File: src/rtl/posit_decode_stage_pkg.sv
`default_nettype none
// +----------------------------------------------------------------------+
// | posit_decode_stage_pkg: decode-type enum and field-width helpers     |
// | Rev 1.0                                                              |
// +----------------------------------------------------------------------+
package posit_decode_stage_pkg;

  typedef enum logic [0:0] {
    NORMAL   = 1'b0,
    EXTENDED = 1'b1
  } pd_type_e;

  // NORMAL drops the two bits a minimal regime always consumes; EXTENDED keeps them.
  function automatic int get_fraction_width(input int n, input int es, input pd_type_e t);
    return (t == EXTENDED) ? (n - 1 - es) : (n - 3 - es);
  endfunction

  function automatic int get_scale_width(input int n, input int es, input pd_type_e t);
    return $clog2(n << es) + ((t == EXTENDED) ? 3 : 2);
  endfunction

  function automatic int get_regime_cnt_width(input int n);
    return $clog2(n);
  endfunction

endpackage
`default_nettype wire

File: src/rtl/pd_control_if.sv
`default_nettype none
// +----------------------------------------------------------------------+
// | pd_control_if: decoded posit stream with rts/rtr/sow/eow handshake   |
// | Rev 1.0                                                              |
// +----------------------------------------------------------------------+
interface pd_control_if import posit_decode_stage_pkg::*; #(
  parameter int       POSIT_WIDTH = 16,
  parameter int       POSIT_ES    = 1,
  parameter pd_type_e PD_TYPE     = NORMAL
) ();

  localparam int c_scale_w = get_scale_width(POSIT_WIDTH, POSIT_ES, PD_TYPE);
  localparam int c_frac_w  = get_fraction_width(POSIT_WIDTH, POSIT_ES, PD_TYPE);

  logic                        rts;
  logic                        rtr;
  logic                        sow;
  logic                        eow;
  logic                        sign;
  logic                        zero;
  logic                        nar;
  logic signed [c_scale_w-1:0] scale;
  logic        [c_frac_w-1:0]  fraction;
  logic                        guard;
  logic                        round;
  logic                        sticky;

  modport master (
    output rts, sow, eow, sign, zero, nar, scale, fraction, guard, round, sticky,
    input  rtr
  );

  modport slave (
    input  rts, sow, eow, sign, zero, nar, scale, fraction, guard, round, sticky,
    output rtr
  );

endinterface
`default_nettype wire

File: src/rtl/posit_regime_lzc.sv
`default_nettype none
// +----------------------------------------------------------------------+
// | posit_regime_lzc: length of the leading run of bits equal to the MSB |
// | Rev 1.0                                                              |
// +----------------------------------------------------------------------+
module posit_regime_lzc #(
  parameter int WIDTH     = 15,
  parameter int CNT_WIDTH = 4
) (
  input  logic [WIDTH-1:0]     i_bits,
  output logic [CNT_WIDTH-1:0] o_run_len
);

  logic [CNT_WIDTH-1:0] w_cnt;
  logic                 w_open;

  always_comb begin
    w_cnt  = '0;
    w_open = 1'b1;
    for (int i = WIDTH - 1; i >= 0; i--) begin
      if (w_open && (i_bits[i] == i_bits[WIDTH-1])) begin
        w_cnt = w_cnt + CNT_WIDTH'(1);
      end else begin
        w_open = 1'b0;
      end
    end
  end

  assign o_run_len = w_cnt;

endmodule
`default_nettype wire

File: src/rtl/posit_decode_stage.sv
`default_nettype none
// +----------------------------------------------------------------------+
// | posit_decode_stage: two-stage streaming posit field decoder          |
// | Rev 1.0                                                              |
// +----------------------------------------------------------------------+
module posit_decode_stage import posit_decode_stage_pkg::*; #(
  parameter int       POSIT_WIDTH = 16,
  parameter int       POSIT_ES    = 1,
  parameter pd_type_e PD_TYPE     = NORMAL
) (
  input  logic                   clk,
  input  logic                   rst_n,
  input  logic                   in_rts,
  output logic                   in_rtr,
  input  logic                   in_sow,
  input  logic                   in_eow,
  input  logic [POSIT_WIDTH-1:0] in_posit,
  pd_control_if.master           out
);

  localparam int c_body_w  = POSIT_WIDTH - 1;
  localparam int c_cnt_w   = get_regime_cnt_width(POSIT_WIDTH);
  localparam int c_sh_w    = c_cnt_w + 1;
  localparam int c_scale_w = get_scale_width(POSIT_WIDTH, POSIT_ES, PD_TYPE);
  localparam int c_frac_w  = get_fraction_width(POSIT_WIDTH, POSIT_ES, PD_TYPE);
  localparam int c_left    = c_body_w - POSIT_ES - c_frac_w;

  logic                        r_s1_valid, r_s1_sign, r_s1_zero, r_s1_nar, r_s1_sow, r_s1_eow;
  logic [c_body_w-1:0]         r_s1_body;
  logic                        r_s2_valid, r_s2_sign, r_s2_zero, r_s2_nar, r_s2_sow, r_s2_eow;
  logic                        r_s2_sticky;
  logic signed [c_scale_w-1:0] r_s2_scale;
  logic [c_frac_w-1:0]         r_s2_frac;

  logic w_s2_ready, w_s1_ready, w_in_take, w_s2_take;

  assign w_s2_ready = !r_s2_valid || out.rtr;
  assign w_s1_ready = !r_s1_valid || w_s2_ready;
  assign in_rtr     = w_s1_ready;
  assign w_in_take  = in_rts && w_s1_ready;
  assign w_s2_take  = r_s1_valid && w_s2_ready;

  // Low bits of the two's complement only depend on the low input bits.
  logic [c_body_w-1:0] w_body;
  assign w_body = in_posit[POSIT_WIDTH-1] ? (~in_posit[c_body_w-1:0] + c_body_w'(1))
                                          : in_posit[c_body_w-1:0];

  always_ff @(posedge clk or negedge rst_n) begin
    if (!rst_n) begin
      r_s1_valid <= 1'b0;
      r_s1_sign  <= 1'b0;
      r_s1_zero  <= 1'b0;
      r_s1_nar   <= 1'b0;
      r_s1_sow   <= 1'b0;
      r_s1_eow   <= 1'b0;
      r_s1_body  <= '0;
    end else begin
      if (w_s1_ready) r_s1_valid <= in_rts;
      if (w_in_take) begin
        r_s1_sign <= in_posit[POSIT_WIDTH-1];
        r_s1_zero <= (in_posit == '0);
        r_s1_nar  <= (in_posit == {1'b1, {c_body_w{1'b0}}});
        r_s1_sow  <= in_sow;
        r_s1_eow  <= in_eow;
        r_s1_body <= w_body;
      end
    end
  end

  logic [c_cnt_w-1:0]          w_run;
  logic [c_sh_w-1:0]           w_shamt;
  logic [c_body_w-1:0]         w_tail;
  logic signed [c_scale_w-1:0] w_run_s, w_k, w_scale;
  logic [c_frac_w-1:0]         w_frac;
  logic                        w_sticky;

  posit_regime_lzc #(
    .WIDTH     (c_body_w),
    .CNT_WIDTH (c_cnt_w)
  ) u_lzc (
    .i_bits    (r_s1_body),
    .o_run_len (w_run)
  );

  // Drop the regime run plus its terminating bit; exponent then fraction follow.
  assign w_shamt = {1'b0, w_run} + c_sh_w'(1);
  assign w_tail  = r_s1_body << w_shamt;
  assign w_run_s = signed'({{(c_scale_w - c_cnt_w){1'b0}}, w_run});
  assign w_k     = r_s1_body[c_body_w-1] ? (w_run_s - c_scale_w'(1)) : -w_run_s;

  generate
    if (POSIT_ES > 0) begin : g_exp
      assign w_scale = (w_k <<< POSIT_ES) | c_scale_w'(w_tail[c_body_w-1 -: POSIT_ES]);
    end else begin : g_no_exp
      assign w_scale = w_k;
    end

    if (c_left > 0) begin : g_trim
      assign w_frac   = w_tail[c_body_w-1-POSIT_ES -: c_frac_w];
      assign w_sticky = |w_tail[c_left-1:0];
    end else begin : g_full
      assign w_frac   = w_tail[c_frac_w-1:0];
      assign w_sticky = 1'b0;
    end
  endgenerate

  always_ff @(posedge clk or negedge rst_n) begin
    if (!rst_n) begin
      r_s2_valid  <= 1'b0;
      r_s2_sign   <= 1'b0;
      r_s2_zero   <= 1'b0;
      r_s2_nar    <= 1'b0;
      r_s2_sow    <= 1'b0;
      r_s2_eow    <= 1'b0;
      r_s2_sticky <= 1'b0;
      r_s2_scale  <= '0;
      r_s2_frac   <= '0;
    end else begin
      if (w_s2_ready) r_s2_valid <= r_s1_valid;
      if (w_s2_take) begin
        r_s2_sign   <= r_s1_sign;
        r_s2_zero   <= r_s1_zero;
        r_s2_nar    <= r_s1_nar;
        r_s2_sow    <= r_s1_sow;
        r_s2_eow    <= r_s1_eow;
        r_s2_sticky <= (r_s1_zero || r_s1_nar) ? 1'b0 : w_sticky;
        r_s2_scale  <= (r_s1_zero || r_s1_nar) ? '0 : w_scale;
        r_s2_frac   <= (r_s1_zero || r_s1_nar) ? '0 : w_frac;
      end
    end
  end

  assign out.rts      = r_s2_valid;
  assign out.sow      = r_s2_sow;
  assign out.eow      = r_s2_eow;
  assign out.sign     = r_s2_sign;
  assign out.zero     = r_s2_zero;
  assign out.nar      = r_s2_nar;
  assign out.scale    = r_s2_scale;
  assign out.fraction = r_s2_frac;
  assign out.guard    = 1'b0;
  assign out.round    = 1'b0;
  assign out.sticky   = r_s2_sticky;

endmodule
`default_nettype wire

File: src/flat_wrapper.sv
// flat-port wrapper written by rule: the top's interface ports become plain ports
module posit_decode_stage_flat import posit_decode_stage_pkg::*;
#(
  parameter int       POSIT_WIDTH = 16,
  parameter int       POSIT_ES    = 1,
  parameter pd_type_e PD_TYPE     = NORMAL
)
  (clk, rst_n, in_rts, in_rtr, in_sow, in_eow, in_posit, out_rts, out_sow, out_eow, out_sign, out_zero, out_nar, out_scale, out_fraction, out_guard, out_round, out_sticky, out_rtr);
  pd_control_if #(.POSIT_WIDTH(POSIT_WIDTH), .POSIT_ES(POSIT_ES), .PD_TYPE(PD_TYPE)) out_i ();
  input  logic clk;
  input  logic rst_n;
  input  logic in_rts;
  output logic in_rtr;
  input  logic in_sow;
  input  logic in_eow;
  input  logic [POSIT_WIDTH-1:0] in_posit;
  output wire logic [$bits(out_i.rts)-1:0] out_rts;
  output wire logic [$bits(out_i.sow)-1:0] out_sow;
  output wire logic [$bits(out_i.eow)-1:0] out_eow;
  output wire logic [$bits(out_i.sign)-1:0] out_sign;
  output wire logic [$bits(out_i.zero)-1:0] out_zero;
  output wire logic [$bits(out_i.nar)-1:0] out_nar;
  output wire logic [$bits(out_i.scale)-1:0] out_scale;
  output wire logic [$bits(out_i.fraction)-1:0] out_fraction;
  output wire logic [$bits(out_i.guard)-1:0] out_guard;
  output wire logic [$bits(out_i.round)-1:0] out_round;
  output wire logic [$bits(out_i.sticky)-1:0] out_sticky;
  input wire logic [$bits(out_i.rtr)-1:0] out_rtr;
  assign out_rts = out_i.rts;
  assign out_sow = out_i.sow;
  assign out_eow = out_i.eow;
  assign out_sign = out_i.sign;
  assign out_zero = out_i.zero;
  assign out_nar = out_i.nar;
  assign out_scale = out_i.scale;
  assign out_fraction = out_i.fraction;
  assign out_guard = out_i.guard;
  assign out_round = out_i.round;
  assign out_sticky = out_i.sticky;
  assign out_i.rtr = out_rtr;
  posit_decode_stage #(.POSIT_WIDTH(POSIT_WIDTH), .POSIT_ES(POSIT_ES), .PD_TYPE(PD_TYPE)) u_core (.clk(clk), .rst_n(rst_n), .in_rts(in_rts), .in_rtr(in_rtr), .in_sow(in_sow), .in_eow(in_eow), .in_posit(in_posit), .out(out_i));
endmodule
File: config.mk
export PLATFORM = sky130hd
export DESIGN_NAME = posit_decode_stage_flat
export DESIGN_NICKNAME = d
export VERILOG_FILES = /design/src/rtl/posit_decode_stage_pkg.sv /design/src/rtl/pd_control_if.sv /design/src/rtl/posit_regime_lzc.sv /design/src/rtl/posit_decode_stage.sv /design/src/flat_wrapper.sv
export SDC_FILE = /design/constraint.sdc
export NUM_CORES = 1
export LEC_CHECK = 0
export ABC_AREA = 1
export CAP_MARGIN = 10
export CORE_UTILIZATION = 42
export CTS_CLUSTER_SIZE = 20
export DETAILED_ROUTE_END_ITERATION = 7
export HOLD_SLACK_MARGIN = 0.02
export PLACE_DENSITY = 0.62
export REMOVE_ABC_BUFFERS = 1
export SETUP_SLACK_MARGIN = 0.2
export SKIP_CTS_REPAIR_TIMING = 1
export SLEW_MARGIN = 10
export SYNTH_ARGS = -nofsm -noshare
export SYNTH_HDL_FRONTEND = slang
export SYNTH_SLANG_ARGS = --single-unit
File: constraint.sdc
create_clock -name clk -period 9.5 [get_ports clk]
set_input_delay 2.375 -clock clk [delete_from_list [all_inputs] [get_ports clk]]
set_output_delay 2.375 -clock clk [all_outputs]
set_load 0.01 [all_outputs]
# Word level (Yosys, flattened, before mapping)
# Cells that the tools add are included.
# totals
ff_bits	47
inputBits	22
word_cells	105
# op_classes
n_addsub	17
n_eq_ne	15
n_shift	1
n_mux	32
bitwise_logic	2
n_reduce_logical	22
# op_table
operator	count
adder 4 x 1 -> 4 bit, second input constant	12
2-to-1 mux 4 bit	12
equality test 16 bit, second input constant	1
zero test 16 bit	1
adder 15 x 1 -> 15 bit, second input constant	1
logical AND 1 bit	15
2-to-1 mux 15 bit	1
NOT 15 bit	1
left shift 15 x 5 -> 15 bit	1
equality test 1 bit	14
2-to-1 mux 1 bit	14
2-to-1 mux 12 bit	1
2-to-1 mux 7 bit	1
bitwise OR 7 x 1 -> 7 bit	1
2-to-1 mux 6 bit	1
negation 4 -> 6 bit	1
adder 4 x 1 -> 5 bit, second input constant	1
subtractor 4 x 1 -> 5 bit, second input constant	1
adder 2 x 1 -> 3 bit, second input constant	1
logical OR 1 bit	3
2-to-1 mux 3 bit	1
zero test 1 bit	2
2-to-1 mux 2 bit	1
OR reduction 2 bit	1

# Logic depth before layout (Yosys ltp)
# Gate-level depths: netlist (run 1).
# logic_depth
depth_word	32
ltp_mapped	38
depth_no_buf	37

# Modules after synthesis
# From an unflattened synthesis (run 1), not the netlist that was laid out.
# hier_totals
cells_unflattened	600
hier_area_um2	3933.8
# modules_own_cells
module	n_inst	cells_each	area_per_inst_um2
posit_decode_stage	1	412	2892.8
posit_regime_lzc	1	188	1041.0

# Worst setup path after synthesis (run 1)
# No wires, ideal clock.
# synth_path
path_type	input to output
start	input port out_rtr
end	output port in_rtr
arrival_time_ns	2.559
slack_ns	4.566
path_stages	2
n_path_buf	0
cell_sequence	inv_1 nand3_1
# synth_between
elab_chain_len	2
# synth_lines
item	line	text
start: declaration	flat_wrapper.sv:28	input wire logic [$bits(out_i.rtr)-1:0] out_rtr;
logical OR 1 bit	posit_decode_stage.sv:37	assign w_s2_ready = !r_s2_valid || out.rtr;
logical OR 1 bit	posit_decode_stage.sv:38	assign w_s1_ready = !r_s1_valid || w_s2_ready;
end: declaration	flat_wrapper.sv:13	output logic in_rtr;
# Every way passes these cells.

# Worst setup path in the final report (run 1)
# Ends and elaborated chain as after synthesis.

==> impl_metrics.xml, run 1 <==
<?xml version="1.0" encoding="UTF-8"?>
<metrics>
  <group name="cts">
    <metric name="clock-sinks" unit="">47</metric>
    <metric name="cts_max_level" unit="">2</metric>
    <metric name="clk_transition_reported_paths" unit="ps">90</metric>
    <metric name="clk-insertion-delay-late" unit="ps">310</metric>
    <metric name="tritoncts" unit="">built</metric>
    <metric name="tritoncts.num_buffers" unit="">5</metric>
    <metric name="cts-root-buf" unit="">clkbuf_8</metric>
    <metric name="cts_buffer_depth" unit="">2</metric>
  </group>
  <group name="min_path">
    <metric name="hp-start" unit="">u_core.out.fraction[6]</metric>
    <metric name="holdCritPathClass" unit="">flip-flop to flip-flop</metric>
    <metric name="min_path_cells" unit="">2</metric>
    <metric name="worst_hold_path.endpoint" unit="">u_core.out.fraction[6]</metric>
  </group>
  <group name="yosys">
    <metric name="post-synth-top-count-cell" unit="">nand2_1</metric>
    <metric name="yosys_warnings" unit="">0</metric>
    <metric name="synth.top_cells.by_area" unit="">dfrtp_1 (31%), nand2_1 (21%), nand3_1 (9.9%), o21ai_0 (5.0%), inv_1 (4.8%)</metric>
    <metric name="syn_area" unit="µm²">3800</metric>
    <metric name="synth.area.mux_share" unit="%">0</metric>
    <metric name="synth_xor_xnor_area_share" unit="%">3.91</metric>
    <metric name="synth_seq_area_share" unit="%">30.9</metric>
    <metric name="number_of_flops_mapped_to_enable_cells_by_yosys" unit="">0</metric>
    <metric name="yosys_register_bits" unit="">47</metric>
    <metric name="synthAdderAreaFrac" unit="%">3.29</metric>
    <metric name="synth_async_sr_flop_share" unit="%">100</metric>
    <metric name="simple_logic_cell_fraction_of_the_synthesized_area" unit="%">42.7</metric>
    <metric name="netlist_top_cells_count" unit="">nand2_1 (209), nand3_1 (75), inv_1 (49)</metric>
    <metric name="synth_top_family_by_area" unit="">simple AND/OR/NAND/NOR gates</metric>
    <metric name="synthDominantAreaCellType" unit="">dfrtp_1</metric>
    <metric name="synth-compound-area-share" unit="%">9.96</metric>
    <metric name="synth_ff_type" unit="">dfrtp_1</metric>
    <metric name="syn_avg_cell_area" unit="µm²">6.58</metric>
    <metric name="netlist.area_leader.share" unit="%">30.9</metric>
    <metric name="syn_inst" unit="">578</metric>
    <metric name="netlist-cell-type-count" unit="">44</metric>
  </group>
  <group name="critical_path">
    <metric name="timing.reg2reg.setup_slack" unit="ps">4110</metric>
    <metric name="cp_data_arrival_time" unit="ps">3510</metric>
    <metric name="r2r_start" unit="">u_core.r_s1_body[14]</metric>
    <metric name="worst_setup_path_end_kind" unit="">output pin</metric>
    <metric name="kind_of_start_point_of_the_critical_path" unit="">primary input</metric>
    <metric name="criticalPathCategory" unit="">primary input to output pin</metric>
    <metric name="r2r_end" unit="">u_core.out.fraction[8]</metric>
    <metric name="setup.worst_path.start" unit="">out_rtr</metric>
    <metric name="critical_path.max_fanout" unit="">3</metric>
    <metric name="cp.required" unit="ps">7130</metric>
    <metric name="worst-r2r-cell-count" unit="">33</metric>
  </group>
  <group name="final_layout">
    <metric name="num_antenna_cells" unit="">0</metric>
    <metric name="final_core_utilization" unit="%">50.3</metric>
    <metric name="area_delta_synth_final" unit="%">15.9</metric>
    <metric name="layout.nets" unit="">648</metric>
    <metric name="non_filler_cells_in_the_finished_layout" unit="">725</metric>
    <metric name="layout-drive-gt1-share" unit="%">8.59</metric>
  </group>
  <group name="detailed_routing">
    <metric name="drt_iter0_drc" unit="">131</metric>
    <metric name="totalWireLength" unit="µm">8440</metric>
    <metric name="routed_length_per_instance" unit="µm">11.6</metric>
    <metric name="vias_per_cell" unit="">4.95</metric>
    <metric name="dr_total_vias" unit="">3592</metric>
    <metric name="drc_errors" unit="">0</metric>
    <metric name="detail-route-antenna-nets" unit="">0</metric>
    <metric name="drt-pass1-iter-count" unit="">5</metric>
  </group>
  <group name="floorplan">
    <metric name="top_level_port_count" unit="">51</metric>
    <metric name="chipWidth" unit="µm">97.2</metric>
    <metric name="placement_rows" unit="">34</metric>
    <metric name="core_area" unit="µm²">8760</metric>
    <metric name="floorplan.initialDensity" unit="%">43.4</metric>
    <metric name="die_h" unit="µm">97.2</metric>
    <metric name="fp.dieArea" unit="µm²">9440</metric>
  </group>
  <group name="sta">
    <metric name="final.period_utilization" unit="%">61.9</metric>
    <metric name="unrepaired_setup_endpoints_after_global_routing" unit="">false</metric>
    <metric name="finalSetupTns" unit="ps">0</metric>
    <metric name="worst_slew_margin_rel" unit="%">30.5</metric>
    <metric name="finalSetupViolations" unit="">0</metric>
    <metric name="highest_attainable_clock_frequency" unit="MHz">170</metric>
    <metric name="clock-skew-final" unit="ps">11.5</metric>
    <metric name="slew_viol_final" unit="">0</metric>
    <metric name="hold_violations" unit="">0</metric>
    <metric name="hold_ws" unit="ps">480</metric>
    <metric name="min_period" unit="ps">5880</metric>
    <metric name="worst-slew-pin-transition" unit="ps">1040</metric>
  </group>
  <group name="placed_design">
    <metric name="dp_hpwl" unit="µm">6610</metric>
    <metric name="port_buffers" unit="">48</metric>
    <metric name="dp_cells" unit="">717</metric>
    <metric name="gp_congestion" unit="">0.882</metric>
  </group>
  <group name="power_and_ir_drop">
    <metric name="p_per_area" unit="nW/µm²">254</metric>
    <metric name="total_power" unit="W">0.00112</metric>
    <metric name="p_leak" unit="nW">2.22</metric>
    <metric name="ir_worst_vdd" unit="V">0.0000793</metric>
  </group>
  <group name="global_routing">
    <metric name="grt_pass1_wl" unit="µm">15000</metric>
    <metric name="grt.overflow.total" unit="">0</metric>
    <metric name="globalRouteMet3Util" unit="%">2.59</metric>
    <metric name="grt_start_max_net_pins" unit="">48</metric>
    <metric name="first_global_vias" unit="">3450</metric>
    <metric name="grtUsageMet1" unit="%">23.8</metric>
    <metric name="met2_routing_resource_usage_after_global_routing" unit="%">33.9</metric>
    <metric name="grt.total_usage" unit="%">18.7</metric>
    <metric name="gr-max-usage-layer" unit="">met2</metric>
    <metric name="initial_antenna_violation_count" unit="">0</metric>
  </group>
  <group name="flow_run">
    <metric name="number_of_max_cap_violations" unit="">0</metric>
  </group>
  <group name="outcome">
    <metric name="result_of_the_run" unit="">finished, final reports clean</metric>
  </group>
</metrics>
layout make-up:
type	count	area (µm²)
clock inverters	3	27.5
multi-input cells	451	2280
clock buffers	5	68.8
inverters	61	230
flip-flops and latches	47	1180
repair buffers	50	490
well taps	108	135
fillers	926	4350
layer usage:
metal / vias up / wire [µm]
li1: 1937 / -
met2: 66 / 4000
met4: 0 / 42
met5: - / 0
met3: 4 / 282
met1: 1585 / 4110
cells by family (layout without fill, tap and decap cells):
| logic type | after synthesis | count (layout) |
|---|---|---|
| XOR/XNOR | 17 | 17 |
| flip-flops | 47 | 47 |
| other | 1 | 2 |
| AND/OR/NAND/NOR | 353 | 353 |
| AO/OA/AOI/OAI | 69 | 69 |
| adder cells (fa/ha/maj) | 10 | 10 |
| buffers and inverters | 81 | 119 |
registers in the layout, summed over array words and instances (netlist names):
signal and count:
u_core.r_s1_sign 1, u_core.r_s1_valid 1, u_core.out.zero 1, u_core.r_s1_body 15, u_core.out.sticky 1, u_core.out.rts 1
u_core.out.eow 1, u_core.r_s1_sow 1, u_core.out.fraction 12, u_core.out.sign 1, u_core.r_s1_eow 1, u_core.r_s1_zero 1
u_core.r_s1_nar 1, u_core.out.scale 7, u_core.out.nar 1, u_core.out.sow 1
cells in the final DEF, fill, tap and decap left out, drive strengths merged, types with 2 or more instances in the layout:
cell / count
xnor2: 9
nor2: 33
clkinv: 3
clkbuf: 5
dfrtp: 47
conb: 2
nor3b: 2
nand2: 221
o41ai: 2
inv: 60
or2: 7
clkdlybuf4s50: 47
buf: 3
o21ai: 52
nor3: 6
xor2: 8
nand3: 78
nand4: 4
o31ai: 2
ha: 10
a21oi: 8
power breakdown:
part / internal [W] / switching [W]
Clock: 0.0000546 / 0.0000743
Sequential: 0.000258 / 0.0000375
Combinational: 0.000270 / 0.000426
Total: 0.000583 / 0.000538
critical path: stages:
cell and delay, ps:
clkdlybuf4s50_1 450, inv_1 50, nand3_1 90, clkdlybuf4s50_1 540
per-stage QoR:
step           instance area, µm²  setup WS, ps
6_report                     4410          3620
5_1_grt                      4410          3560
4_1_cts                      4410          3610
3_5_place_dp                 4320          3610
3_3_place_gp                 4320          3620
2_1_floorplan                3690          4570
worst max path at each step:
stage,to
4_1_cts,in_rtr
5_1_grt,in_rtr
6_report,in_rtr
3_3_place_gp,in_rtr
3_5_place_dp,in_rtr
2_1_floorplan,in_rtr
Power figures use the tool's default switching activity.
==> run 2: changes to the inputs <==
- clock period: 9.5 -> 6.1 ns (I/O delays scaled with it)
==> impl_metrics.xml, run 2 (same netlist as run 1, synthesis figures left out) <==
<?xml version="1.0" encoding="UTF-8"?>
<metrics>
  <group name="outcome">
    <metric name="result_of_the_run" unit="">finished, final reports clean</metric>
  </group>
  <group name="sta">
    <metric name="slew_viol_final" unit="">0</metric>
    <metric name="finalSetupViolations" unit="">0</metric>
    <metric name="finalSetupTns" unit="ps">0</metric>
    <metric name="unrepaired_setup_endpoints_after_global_routing" unit="">false</metric>
    <metric name="worst_slew_margin_rel" unit="%">32.2</metric>
    <metric name="min_period" unit="ps">5230</metric>
    <metric name="final.period_utilization" unit="%">85.8</metric>
    <metric name="hold_violations" unit="">0</metric>
    <metric name="highest_attainable_clock_frequency" unit="MHz">191</metric>
    <metric name="worst_slack" unit="ps">868</metric>
    <metric name="worst-slew-pin-transition" unit="ps">1020</metric>
    <metric name="clock-skew-final" unit="ps">12.1</metric>
  </group>
  <group name="detailed_routing">
    <metric name="drt_iter0_drc" unit="">207</metric>
    <metric name="totalWireLength" unit="µm">8550</metric>
    <metric name="detail-route-antenna-nets" unit="">0</metric>
    <metric name="routed_length_per_instance" unit="µm">11.8</metric>
    <metric name="vias_per_cell" unit="">5.03</metric>
    <metric name="dr_total_vias" unit="">3645</metric>
    <metric name="drt-pass1-iter-count" unit="">6</metric>
    <metric name="drc_errors" unit="">0</metric>
  </group>
  <group name="placed_design">
    <metric name="gp_congestion" unit="">0.868</metric>
    <metric name="dp_hpwl" unit="µm">6730</metric>
    <metric name="port_buffers" unit="">48</metric>
    <metric name="pre_cts_ws" unit="ps">722</metric>
    <metric name="dp_cells" unit="">717</metric>
  </group>
  <group name="power_and_ir_drop">
    <metric name="seqPwrFrac" unit="%">26.1</metric>
    <metric name="pwr-share-comb" unit="%">60.6</metric>
    <metric name="p_leak" unit="nW">2.23</metric>
    <metric name="cell_internal_pwr" unit="W">0.000947</metric>
    <metric name="power.net_switching" unit="W">0.000844</metric>
    <metric name="p_sw_share" unit="%">47.1</metric>
    <metric name="total_power" unit="W">0.00179</metric>
    <metric name="clockPowerShare" unit="%">13.3</metric>
    <metric name="ir_worst_vdd" unit="V">0.000147</metric>
    <metric name="p_per_area" unit="nW/µm²">404</metric>
  </group>
  <group name="final_layout">
    <metric name="sequential_cell_area" unit="µm²">1180</metric>
    <metric name="largest_register_ff_count" unit="">15</metric>
    <metric name="layout_common_cells" unit="">nand2_1 (209), nand3_1 (75), inv_1 (49)</metric>
    <metric name="final_core_utilization" unit="%">50.6</metric>
    <metric name="fill_cells" unit="">908</metric>
    <metric name="layout.nets" unit="">648</metric>
    <metric name="non_filler_cells_in_the_finished_layout" unit="">725</metric>
    <metric name="layout.cells.most_common" unit="">nand2_1</metric>
    <metric name="layout-drive-gt1-share" unit="%">8.75</metric>
    <metric name="area_delta_synth_final" unit="%">16.5</metric>
    <metric name="registers.top_by_ff_count" unit="">u_core.r_s1_body</metric>
    <metric name="multi_input_comb_area" unit="µm²">2280</metric>
    <metric name="num_antenna_cells" unit="">0</metric>
  </group>
  <group name="floorplan">
    <metric name="top_level_port_count" unit="">51</metric>
    <metric name="fp.dieArea" unit="µm²">9440</metric>
    <metric name="floorplan.initialDensity" unit="%">43.4</metric>
    <metric name="chipWidth" unit="µm">97.2</metric>
    <metric name="core_area" unit="µm²">8760</metric>
    <metric name="die_h" unit="µm">97.2</metric>
    <metric name="placement_rows" unit="">34</metric>
  </group>
  <group name="min_path">
    <metric name="holdCritPathClass" unit="">flip-flop to flip-flop</metric>
  </group>
  <group name="critical_path">
    <metric name="worst_setup_path_end_kind" unit="">flip-flop</metric>
    <metric name="kind_of_start_point_of_the_critical_path" unit="">flip-flop</metric>
    <metric name="max_stage_delay" unit="ps">560</metric>
    <metric name="cp.required" unit="ps">6350</metric>
    <metric name="cp_common_cell" unit="">nand2_1</metric>
    <metric name="critical_path.max_fanout" unit="">18</metric>
    <metric name="timing.critical_path.slowest_stage_cell" unit="">dfrtp_2</metric>
    <metric name="criticalPathCategory" unit="">flip-flop to flip-flop</metric>
    <metric name="cp_data_arrival_time" unit="ps">5490</metric>
  </group>
  <group name="global_routing">
    <metric name="first_global_vias" unit="">3364</metric>
    <metric name="grt.overflow.total" unit="">0</metric>
    <metric name="initial_antenna_violation_count" unit="">0</metric>
    <metric name="grt.total_usage" unit="%">18.9</metric>
    <metric name="grt_start_max_net_pins" unit="">48</metric>
    <metric name="grt_pass1_wl" unit="µm">15000</metric>
  </group>
  <group name="cts">
    <metric name="tritoncts" unit="">built</metric>
    <metric name="clock-sinks" unit="">47</metric>
    <metric name="cts_max_level" unit="">2</metric>
    <metric name="clk_transition_reported_paths" unit="ps">100</metric>
    <metric name="tritoncts.num_buffers" unit="">5</metric>
    <metric name="clk-insertion-delay-late" unit="ps">310</metric>
    <metric name="cts_buffer_depth" unit="">2</metric>
    <metric name="cts-root-buf" unit="">clkbuf_8</metric>
  </group>
  <group name="flow_run">
    <metric name="number_of_max_cap_violations" unit="">0</metric>
  </group>
</metrics>
==> run 2: area by class of cell <==
class	count	area share, %
inverters	61	5.19
repair buffers	50	11.1
clock buffers	5	1.55
clock inverters	3	1.04
multi-input cells	451	51.5
well taps	108	3.05
flip-flops and latches	47	26.6
==> run 2: per-stage QoR <==
step	hold WS (ps)	area [µm²]
finish	482	4430
global route	514	4430
CTS	489	4430
detailed placement	465	4320
global placement	458	4320
floorplan	442	3690
==> run 2: worst paths after layout <==
check	from	end	slack, ps	depth (start not counted)
setup reg to reg	u_core.r_s1_body[14]	u_core.out.fraction[8]	870	32
setup / recovery	u_core.r_s1_body[14]	u_core.out.fraction[8]	870	32
min in group asynchronous	rst_n	u_core.out.fraction[3]	1380	1
hold reg to reg	u_core.out.scale[2]	u_core.out.scale[2]	480	2
max in group asynchronous	rst_n	u_core.r_s1_body[14]	4020	1
hold / removal	u_core.out.scale[2]	u_core.out.scale[2]	480	2
==> run 2: power groups by stage <==
stage,registers (W),logic (W),clock network [W]
floorplan,0.000497,0.000700,0
global placement,0.000470,0.00106,0
detailed placement,0.000474,0.00107,0
CTS,0.000468,0.00108,0.000244
global route,0.000482,0.00123,0.000256
finish,0.000467,0.00108,0.000239
==> run 2: worst max-delay path, delay by kind of cell (launching register included) <==
family                   cells  cell delay [ps]
AND/OR/NAND/NOR             22             2360
adder cells (fa/ha/maj)      5             1500
flip-flops                   1              560
buffers and inverters        4              390
AO/OA/AOI/OAI                1              370
==> run 2: per-layer routing <==
metal  share of wire [%]  track usage [%]
met5                   0                0
met2                  46             32.3
met3                 3.9             2.59
met1                  49             25.7
met4                0.96             3.10
==> run 3: changes to the inputs <==
- CORE_MARGIN: unset -> 5
- clock period: 6.1 -> 5.1 ns (I/O delays scaled with it)
==> impl_metrics.xml, run 3 (same netlist as run 1, synthesis figures left out) <==
<?xml version="1.0" encoding="UTF-8"?>
<metrics>
  <group name="outcome">
    <metric name="result_of_the_run" unit="">finished, final reports clean</metric>
  </group>
  <group name="floorplan">
    <metric name="die_h" unit="µm">105</metric>
    <metric name="fp.dieArea" unit="µm²">11100</metric>
    <metric name="placement_rows" unit="">34</metric>
    <metric name="chipWidth" unit="µm">105</metric>
    <metric name="top_level_port_count" unit="">51</metric>
    <metric name="core_area" unit="µm²">8760</metric>
    <metric name="floorplan.initialDensity" unit="%">43.4</metric>
  </group>
  <group name="sta">
    <metric name="highest_attainable_clock_frequency" unit="MHz">219</metric>
    <metric name="hold_violations" unit="">0</metric>
    <metric name="slew_viol_final" unit="">0</metric>
    <metric name="final.period_utilization" unit="%">89.4</metric>
    <metric name="worst-slew-pin-transition" unit="ps">1030</metric>
    <metric name="worst_slew_margin_rel" unit="%">31.7</metric>
    <metric name="clock-skew-final" unit="ps">8.81</metric>
    <metric name="finalSetupTns" unit="ps">0</metric>
    <metric name="unrepaired_setup_endpoints_after_global_routing" unit="">false</metric>
    <metric name="min_period" unit="ps">4560</metric>
    <metric name="finalSetupViolations" unit="">0</metric>
    <metric name="worst_slack" unit="ps">538</metric>
  </group>
  <group name="placed_design">
    <metric name="port_buffers" unit="">48</metric>
    <metric name="gp_congestion" unit="">0.893</metric>
    <metric name="dp_hpwl" unit="µm">7250</metric>
    <metric name="pre_cts_ws" unit="ps">46.7</metric>
    <metric name="postPlaceCellArea" unit="µm²">4330</metric>
    <metric name="dp_cells" unit="">719</metric>
  </group>
  <group name="critical_path">
    <metric name="worst-r2r-cell-count" unit="">33</metric>
    <metric name="criticalPathCategory" unit="">flip-flop to flip-flop</metric>
    <metric name="worst_setup_path_end_kind" unit="">flip-flop</metric>
    <metric name="cp_data_arrival_time" unit="ps">4770</metric>
    <metric name="r2r_start" unit="">u_core.r_s1_body[14]</metric>
    <metric name="max_stage_delay" unit="ps">440</metric>
    <metric name="timing.critical_path.slowest_stage_cell" unit="">dfrtp_2</metric>
    <metric name="timing.reg2reg.setup_slack" unit="ps">540</metric>
    <metric name="cp.required" unit="ps">5310</metric>
    <metric name="critical_path.max_fanout" unit="">17</metric>
    <metric name="kind_of_start_point_of_the_critical_path" unit="">flip-flop</metric>
    <metric name="r2r_end" unit="">u_core.out.fraction[10]</metric>
    <metric name="cp_common_cell" unit="">nand2_1</metric>
  </group>
  <group name="detailed_routing">
    <metric name="detail-route-antenna-nets" unit="">0</metric>
    <metric name="routed_length_per_instance" unit="µm">12.6</metric>
    <metric name="drt_iter0_drc" unit="">181</metric>
    <metric name="drt-pass1-iter-count" unit="">4</metric>
    <metric name="dr_total_vias" unit="">3717</metric>
    <metric name="totalWireLength" unit="µm">9210</metric>
    <metric name="vias_per_cell" unit="">5.06</metric>
    <metric name="drc_errors" unit="">0</metric>
  </group>
  <group name="final_layout">
    <metric name="layout.cells.most_common" unit="">nand2_1</metric>
    <metric name="non_filler_cells_in_the_finished_layout" unit="">734</metric>
    <metric name="layout.nets" unit="">657</metric>
    <metric name="registers.top_by_ff_count" unit="">u_core.r_s1_body</metric>
    <metric name="num_antenna_cells" unit="">0</metric>
    <metric name="largest_register_ff_count" unit="">15</metric>
    <metric name="fill_cells" unit="">901</metric>
    <metric name="layout_common_cells" unit="">nand2_1 (204), nand3_1 (71), inv_1 (48)</metric>
    <metric name="layout-drive-gt1-share" unit="%">13.6</metric>
    <metric name="area_delta_synth_final" unit="%">21.8</metric>
    <metric name="post-route-cell-area" unit="µm²">4630</metric>
  </group>
  <group name="min_path">
    <metric name="worst_hold_path.endpoint" unit="">u_core.out.fraction[6]</metric>
    <metric name="hp-start" unit="">u_core.out.fraction[6]</metric>
    <metric name="holdCritPathClass" unit="">flip-flop to flip-flop</metric>
    <metric name="min_path_cells" unit="">2</metric>
  </group>
  <group name="cts">
    <metric name="tritoncts.num_buffers" unit="">5</metric>
    <metric name="clock-sinks" unit="">47</metric>
    <metric name="tritoncts" unit="">built</metric>
    <metric name="clk_transition_reported_paths" unit="ps">100</metric>
    <metric name="cts_buffer_depth" unit="">2</metric>
    <metric name="cts_max_level" unit="">2</metric>
    <metric name="clk-insertion-delay-late" unit="ps">300</metric>
    <metric name="cts-root-buf" unit="">clkbuf_8</metric>
  </group>
  <group name="global_routing">
    <metric name="initial_antenna_violation_count" unit="">0</metric>
    <metric name="grt.total_usage" unit="%">16.6</metric>
    <metric name="grt.overflow.total" unit="">0</metric>
    <metric name="grt_start_max_net_pins" unit="">48</metric>
    <metric name="grt_pass1_wl" unit="µm">15800</metric>
    <metric name="first_global_vias" unit="">3460</metric>
  </group>
  <group name="power_and_ir_drop">
    <metric name="ir_worst_vdd" unit="V">0.000229</metric>
    <metric name="total_power" unit="W">0.00230</metric>
    <metric name="p_per_area" unit="nW/µm²">497</metric>
    <metric name="p_leak" unit="nW">2.30</metric>
  </group>
  <group name="flow_run">
    <metric name="number_of_max_cap_violations" unit="">0</metric>
  </group>
</metrics>
run 3: cell count changes in the layout (fill, tap and decap cells not counted), moves of 3 or more:
cell / change
buf_4: +7
o21ai_0: -3
nor2_1: -4
nand2_1: -5
o21ai_2: +4
nand2_4: +3
nand3_2: +4
nand3_1: -4
run 3: final cells by class:
class                   count  area [µm²]  share of cell area (%)
repair buffers             58         558                    12.0
clock buffers               5        68.8                    1.48
clock inverters             3        46.3                   0.999
flip-flops and latches     47        1180                    25.4
multi-input cells         452        2410                    52.1
well taps                 108         135                    2.92
inverters                  61         234                    5.05
run 3: critical path: cells and delay by family (launching register included):
family / cells / cell delay (ps)
buffers and inverters: 5 / 450
and+or+nand+nor: 23 / 2240
DFF: 1 / 440
adders and majority gates: 5 / 1340
run 3: metal layers:
metal	routed length [µm]	part of all wire [%]	track usage, %
met2	4520	49	27.7
met5	0	0	0
met3	383	4.2	2.53
met1	4170	45	22.5
met4	136	1.5	3.84
run 3: through the flow:
step                      hold slack (ps)  utilization, %
after CTS                             487            50.7
final                                 484            52.9
after floorplan                       442               -
after global routing                  513            52.9
after global placement                459            49.4
after detailed placement              464            49.4
run 3: power by group:
| part | switching, W | leakage, nW | internal, W |
|---|---|---|---|
| Combinational | 0.000884 | 1.66 | 0.000580 |
| Clock | 0.000136 | 0.0548 | 0.000148 |
| Sequential | 0.0000738 | 0.585 | 0.000481 |
run 3: how the worst max path moves through the flow:
stage                    startpoint                       to  slack (ps)  cells after the start
6_report       u_core.r_s1_body[14]  u_core.out.fraction[10]         540                     33
5_1_grt        u_core.r_s1_body[14]   u_core.out.fraction[6]         180                     31
4_1_cts        u_core.r_s1_body[14]  u_core.out.fraction[10]          30                     32
3_5_place_dp   u_core.r_s1_body[14]  u_core.out.fraction[10]          50                     32
3_3_place_gp   u_core.r_s1_body[14]  u_core.out.fraction[11]         270                     32
2_1_floorplan  u_core.r_s1_body[14]   u_core.out.fraction[8]         210                     32
